### config.mk
export PLATFORM = sky130hd
export DESIGN_NAME = piso_serializer
export DESIGN_NICKNAME = d
export VERILOG_FILES = /design/src/rtl/piso_serializer.sv
export SDC_FILE = /design/constraint.sdc
export NUM_CORES = 1
export LEC_CHECK = 0
export ABC_AREA = 1
export ABC_CLOCK_PERIOD_IN_PS = 1600
export CORE_UTILIZATION = 25
export CTS_CLUSTER_DIAMETER = 150
export DETAILED_ROUTE_END_ITERATION = 10
export GPL_ROUTABILITY_DRIVEN = 0
export MAX_ROUTING_LAYER = met4
export SLEW_MARGIN = 40
export SYNTH_ARGS = -nofsm -noshare
export SYNTH_HDL_FRONTEND = slang
export SYNTH_SLANG_ARGS = --single-unit
### constraint.sdc
create_clock -name clk -period 1.6 [get_ports clk]
set_clock_uncertainty 0.15 [all_clocks]
set_input_delay 0.32 -clock clk [delete_from_list [all_inputs] [get_ports clk]]
set_output_delay 0.32 -clock clk [all_outputs]
set_load 0.05 [all_outputs]
### src/rtl/piso_serializer.sv
// Parallel-in serial-out serializer: accepts a WIDTH-bit word on a valid/ready
// handshake and emits it one bit per clk. Optional parity bit: PISO_SERIALIZER_PARITY_EN.
module piso_serializer #(
  parameter int WIDTH     = 4,
  parameter bit MSB_FIRST = 1'b1
) (
  input  logic             clk,
  input  logic             rst,
  input  logic [WIDTH-1:0] data_in,
  input  logic             load_valid,
  output logic             load_ready,
  output logic             ser_out,
  output logic             ser_valid,
  output logic             frame_start,
  output logic             done
);

`ifdef PISO_SERIALIZER_PARITY_EN
  localparam int FRAME_LEN = WIDTH + 1;
`else
  localparam int FRAME_LEN = WIDTH;
`endif
  localparam int CNT_W = $clog2(FRAME_LEN);
  localparam logic [CNT_W-1:0] LAST_IDX = CNT_W'(FRAME_LEN - 1);

  typedef enum logic {
    IDLE,
    SHIFT
  } state_e;

  state_e           state_q, state_d;
  logic [WIDTH-1:0] shreg_q, shreg_d;
  logic [CNT_W-1:0] cnt_q, cnt_d;
  logic             ser_out_q, ser_out_d;
  logic             ser_valid_q, ser_valid_d;
  logic             frame_start_q, frame_start_d;
  logic             done_q, done_d;
`ifdef PISO_SERIALIZER_PARITY_EN
  logic             parity_q, parity_d;
`endif

  logic [CNT_W-1:0] cnt_inc;
  logic             at_last;
  logic             load_fire;

  // Bit that leaves the word next, and the word after that bit has left.
  function automatic logic head_bit(input logic [WIDTH-1:0] w);
    return MSB_FIRST ? w[WIDTH-1] : w[0];
  endfunction

  function automatic logic [WIDTH-1:0] advance(input logic [WIDTH-1:0] w);
    return MSB_FIRST ? (w << 1) : (w >> 1);
  endfunction

  assign cnt_inc    = cnt_q + CNT_W'(1);
  assign at_last    = (state_q == SHIFT) && (cnt_q == LAST_IDX);
  // Ready on the last frame bit too, so back-to-back frames have no idle gap.
  assign load_ready = rst && ((state_q == IDLE) || at_last);
  assign load_fire  = load_valid && load_ready;

  always_comb begin
    // NOTE: every always_comb output gets a default first so no path infers a latch.
    state_d       = state_q;
    shreg_d       = shreg_q;
    cnt_d         = cnt_q;
    ser_out_d     = 1'b0;
    ser_valid_d   = 1'b0;
    frame_start_d = 1'b0;
    done_d        = 1'b0;
`ifdef PISO_SERIALIZER_PARITY_EN
    parity_d      = parity_q;
`endif

    if (load_fire) begin
      // The first bit goes straight to the output register; the rest wait in shreg.
      state_d       = SHIFT;
      shreg_d       = advance(data_in);
      cnt_d         = '0;
      ser_out_d     = head_bit(data_in);
      ser_valid_d   = 1'b1;
      frame_start_d = 1'b1;
`ifdef PISO_SERIALIZER_PARITY_EN
      parity_d      = ^data_in;
`endif
    end else if (state_q == SHIFT && !at_last) begin
      cnt_d       = cnt_inc;
      ser_valid_d = 1'b1;
      done_d      = (cnt_inc == LAST_IDX);
      shreg_d     = advance(shreg_q);
`ifdef PISO_SERIALIZER_PARITY_EN
      ser_out_d   = (cnt_inc == CNT_W'(WIDTH)) ? parity_q : head_bit(shreg_q);
`else
      ser_out_d   = head_bit(shreg_q);
`endif
    end else if (state_q == SHIFT) begin
      state_d = IDLE;
      cnt_d   = '0;
    end
  end

  // NOTE: sequential state uses non-blocking assignments so every register samples pre-edge values.
  always_ff @(posedge clk) begin
    if (!rst) begin
      // NOTE: the data shift register is cleared on reset too, so no stale word survives an abort.
      state_q       <= IDLE;
      shreg_q       <= '0;
      cnt_q         <= '0;
      ser_out_q     <= 1'b0;
      ser_valid_q   <= 1'b0;
      frame_start_q <= 1'b0;
      done_q        <= 1'b0;
`ifdef PISO_SERIALIZER_PARITY_EN
      parity_q      <= 1'b0;
`endif
    end else begin
      state_q       <= state_d;
      shreg_q       <= shreg_d;
      cnt_q         <= cnt_d;
      ser_out_q     <= ser_out_d;
      ser_valid_q   <= ser_valid_d;
      frame_start_q <= frame_start_d;
      done_q        <= done_d;
`ifdef PISO_SERIALIZER_PARITY_EN
      parity_q      <= parity_d;
`endif
    end
  end

  assign ser_out     = ser_out_q;
  assign ser_valid   = ser_valid_q;
  assign frame_start = frame_start_q;
  assign done        = done_q;

endmodule

# ---- Word-level counts from Yosys, hierarchy flattened
# Cells that the tools add are included.
dict set report word_totals {
  output_inout_bits 5
  in_bits 7
  reg_bits 10
}
dict set report classes {
  reduce_logical 10
  eq_ne 3
  add_sub_neg 1
  bitwise 3
  mux 11
}
# operator n
set op_table {}
lappend op_table {{$mux W4} 2}
lappend op_table {{$mux W1} 7}
lappend op_table {{$eq A2 B2 Y1 const B} 2}
lappend op_table {{$logic_and A1 B1 Y1} 4}
lappend op_table {{$mux W2} 2}
lappend op_table {{$reduce_bool A2 Y1} 2}
lappend op_table {{$not A1 Y1} 3}
lappend op_table {{$reduce_or A3 Y1} 1}
lappend op_table {{$add A2 B1 Y2 const B} 1}
lappend op_table {{$ne A2 B2 Y1 const B} 1}
lappend op_table {{$reduce_or A2 Y1} 1}
lappend op_table {{$logic_not A1 Y1} 1}
lappend op_table {{$logic_or A1 B1 Y1} 1}

# ---- Logic depth before layout (Yosys ltp)
dict set report depth {
  ltp_word 6
  depth_mapped 8
}

# ---- Worst setup path after synthesis
# OpenSTA, ideal clock, no wires.
dict set report synth_timing {
  path_type {reg-to-output}
  start {reg cnt_q[0]}
  end {out load_ready}
  t_required_ns 1.130
  path_stages_with_launch 6
  path_slack_ns -0.254
  t_arrival_ns 1.384
  n_path_buf 0
  path_cell_list {dfxtp_1 -> ha_1 -> inv_1 -> nand2_2 -> inv_1 -> nor2_1}
}
dict set report synth_between {
  elab_chain_cells 4
}
# element line_no
set synth_lines {}
lappend synth_lines {{from (decl)} 33} ;# logic [CNT_W-1:0] cnt_q, cnt_d;
lappend synth_lines {{from (signal assigned)} 118} ;# cnt_q <= cnt_d;
lappend synth_lines {{$eq A2 B2 Y1} 56} ;# assign at_last = (state_q == SHIFT) && (cnt_q == LAST_IDX);
lappend synth_lines {{$logic_and A1 B1 Y1} 56}
lappend synth_lines {{$logic_or A1 B1 Y1} 58} ;# assign load_ready = rst && ((state_q == IDLE) || at_last);
lappend synth_lines {{$logic_and A1 B1 Y1} 58}
lappend synth_lines {{to (decl)} 11} ;# output logic load_ready,
# Every way passes these cells.

# ---- Worst setup path after layout
dict set report layout_timing {
  start {reg cnt_q[1]}
  end {out load_ready}
}
# The elaborated chain is that of the path after synthesis.

==> run_results.csv <==
group,metric,value,unit
final_layout,nets,86,
min_path,hold_path.class,"reg -> reg",
yosys,synth_fp_nets,63,
sta,setup_violations,1,
yosys,syn_inst,54,
sta,maxSlewHeadroom,88.9,%
yosys,yosys-top-cells-area,"dfxtp_1, nand2_1, inv_1",
min_path,min_path_cells,2,
yosys,avgSynthCellArea,7.65,um^2
floorplan,core,1520,um^2
sta,final_max_slew_viol_count,0,
yosys,synthFlopType,"dfxtp_1",
critical_path,crit_path_frequent_cell,"inv_2",
run,maxCapViolations,0,
yosys,syn-cell-area,413,um^2
critical_path,critPathKind,"reg -> out",
yosys,ys_ff_latch,10,
placed_design,dp_hpwl,626,um
global_route,overflow,0,
clock_network,numCtsBuffers,3,
clock_network,htreeDepth,1,
status,failed_checks,"setup timing",
final_layout,num-fill-cells,145,
clock_network,clockBufferDepth,2,
sta,worst_pin_slew,167,ps
critical_path,reg2reg_slack,280,ps
min_path,hold_path_end,"ser_out",
pwr,power_leakage,0.309,nW
drt,drc_errors,0,
drt,antenna_left,0,
drt,num_vias,404,
final_layout,multiInputGateArea,195,um^2
critical_path,rr_worst_depth,5,
critical_path,end_kind,"output pin",
sta,hold_violations,0,
floorplan,start_util,27.1,%
critical_path,cpMaxStageDelayCell,"dfxtp_2",
final_layout,seqCellArea,203,um^2
floorplan,ioPinCount,12,
critical_path,worstReg2RegEnd,"cnt_q[1]",
clock_network,clock_latency,270,ps
sta,rsz0062_at_grt,"yes",
global_route,track_usage,10.6,%
status,outcome,"finished, violations left",
min_path,worstHoldStart,"shreg_q[3]",
placed_design,io_buffer_count,11,
floorplan,die_x,42.6,um
clock_network,cts_tree,"built",
yosys,synth_warnings,0,
final_layout,stdcell_area,704,um^2
placed_design,placed_cell_area,638,um^2
clock_network,cts_sinks,10,
global_route,grt_pass1_wl,1.35,mm
yosys,synth_most_common_cell,"nand2_1",
yosys,ys_types,14,
critical_path,crit_chain,"ha_4 -> inv_2 -> nand2_2 -> inv_2 -> nor2_4 -> buf_12",
global_route,antenna_found_initial,0,
drt,drt-total-wl,785,um
yosys,netlist.area_leader.share,48.5,%
yosys,synth_edf_count,0,
sta,fmax,0.618,GHz
clock_network,cts-root-buf,"clkbuf_4",
pwr,ir_drop,0.432,mV
critical_path,cp-start-kind,"flip-flop",
drt,vias_per_cell,4.39,
critical_path,r2r_start,"cnt_q[0]",
final_layout,drive_above_1_share,35.5,%
yosys,synth.top_cells.by_count,"nand2_1, dfxtp_1, inv_1, nor2_1, a21oi_1",
floorplan,rows,14,
final_layout,syn_to_final_growth,70.6,%
final_layout,antenna_cells,0,
clock_network,cts-hold-fix-buffers,0,
yosys,synthArstFlopShare,0,%
clock_network,clkTransAtPathRegs,70,ps
final_layout,fin_cells,92,
placed_design,dpl.cell_count,86,
yosys,yosysSeqAreaShare,48.5,%
global_route,grt_max_degree,9,
critical_path,cp.arrival,1150,ps
drt,avgRoutedWirePerCell,8.53,um
floorplan,dieArea,1820,um^2
placed_design,dp_slack,-6.27,ps
drt,dr.pass1.iters,4,
drt,drtIter0Drc,4,
critical_path,cpPeakStageDelay,360,ps
pwr,powerDensity,885,nW/um^2
critical_path,crit_path_max_fanout,3,
yosys,yosysTopAreaCell,"dfxtp_1",
critical_path,required,1130,ps
sta,finalCritPeriodShare,101,%
sta,fin_crit,1620,ps
global_route,grt_pass1_vias,373,
sta,finalWorstSetupSlack,-17.1,ps
sta,hold_ws,323,ps
floorplan,die_y,42.6,um
[metrics by stage]
stage	setup TNS, ps	total power [mW]	utilization, %
after floorplan	0	0.331	-
after global placement	-5.64	0.396	41.9
after detailed placement	-6.27	0.397	41.9
after CTS	-20.5	0.631	44.9
after global routing	-73.9	0.656	46.2
final	-17.1	0.623	46.2
[where the power goes]
group	switching, mW	leakage (nW)	internal [mW]	total, mW
clock	0.0875	0.0210	0.138	0.226
combinational	0.0627	0.205	0.0636	0.126
sequential	0.00882	0.0829	0.262	0.271
[layer usage]
metal / routed length (um) / share of wire [%] / global-route usage (%)
met5: 0 / 0 / -
met4: 34 / 4.3 / 9.38
met3: 33 / 4.2 / 3.88
met2: 330 / 42 / 15.5
met1: 386 / 49 / 11.0
[flip-flops by register name, indices dropped and copies added, names as in the netlist]
name and flops:
cnt_q 2, done 1, frame_start 1, ser_out 1, ser_valid 1, shreg_q 3
state_q 1
[cell families (layout without fill, tap and decap cells)]
logic type,count (synthesis),after routing,share of synthesized area (%)
and+or+nand+nor,25,25,27.0
DFF,10,10,48.5
buffers and inverters,10,32,9.09
AOI/OAI and AO/OA,7,7,9.39
adders and majority gates,2,2,6.06
[layout by cell type (no fill, tap or decap), types with 2 or more instances in the layout]
| cell | instances |
|---|---|
| a21oi_1 | 5 |
| buf_12 | 5 |
| buf_4 | 7 |
| clkbuf_4 | 3 |
| clkdlybuf4s50_1 | 6 |
| dfxtp_1 | 8 |
| dfxtp_2 | 2 |
| inv_1 | 6 |
| inv_2 | 4 |
| nand2_1 | 11 |
| nand4_1 | 2 |
| nor2_1 | 7 |
[worst max path at each step]
stage	cells after the start	from	slack [ps]	end
6_report	6	cnt_q[1]	-20	load_ready
5_1_grt	6	cnt_q[1]	-70	load_ready
4_1_cts	6	cnt_q[0]	-20	load_ready
3_5_place_dp	4	rst	-6	load_ready
3_3_place_gp	4	rst	-6	load_ready
2_1_floorplan	5	cnt_q[0]	110	load_ready
[timing repair]
item                                    CTS  global route
hold endpoints to repair                  0             0
resized for setup                         3             3
endpoints found under the setup margin    1             1
pin swaps                                 0             1
setup buffers                             1             1
[cell type report]
cell class | instances | share of cell area, %
timing repair buffer | 18 | 30.2
sequential | 10 | 28.8
inverter | 10 | 5.33
tap | 16 | 2.84
multi-input combinational | 34 | 27.7
clock buffer | 4 | 5.15
[critical path, delay by kind of cell (launching register included)]
family	cells	cell delay (ps)
buffers and inverters	3	220
adders and majority gates	1	130
DFF	1	360
and+or+nand+nor	2	170
Note: power is estimated with default switching activity, not from simulation.
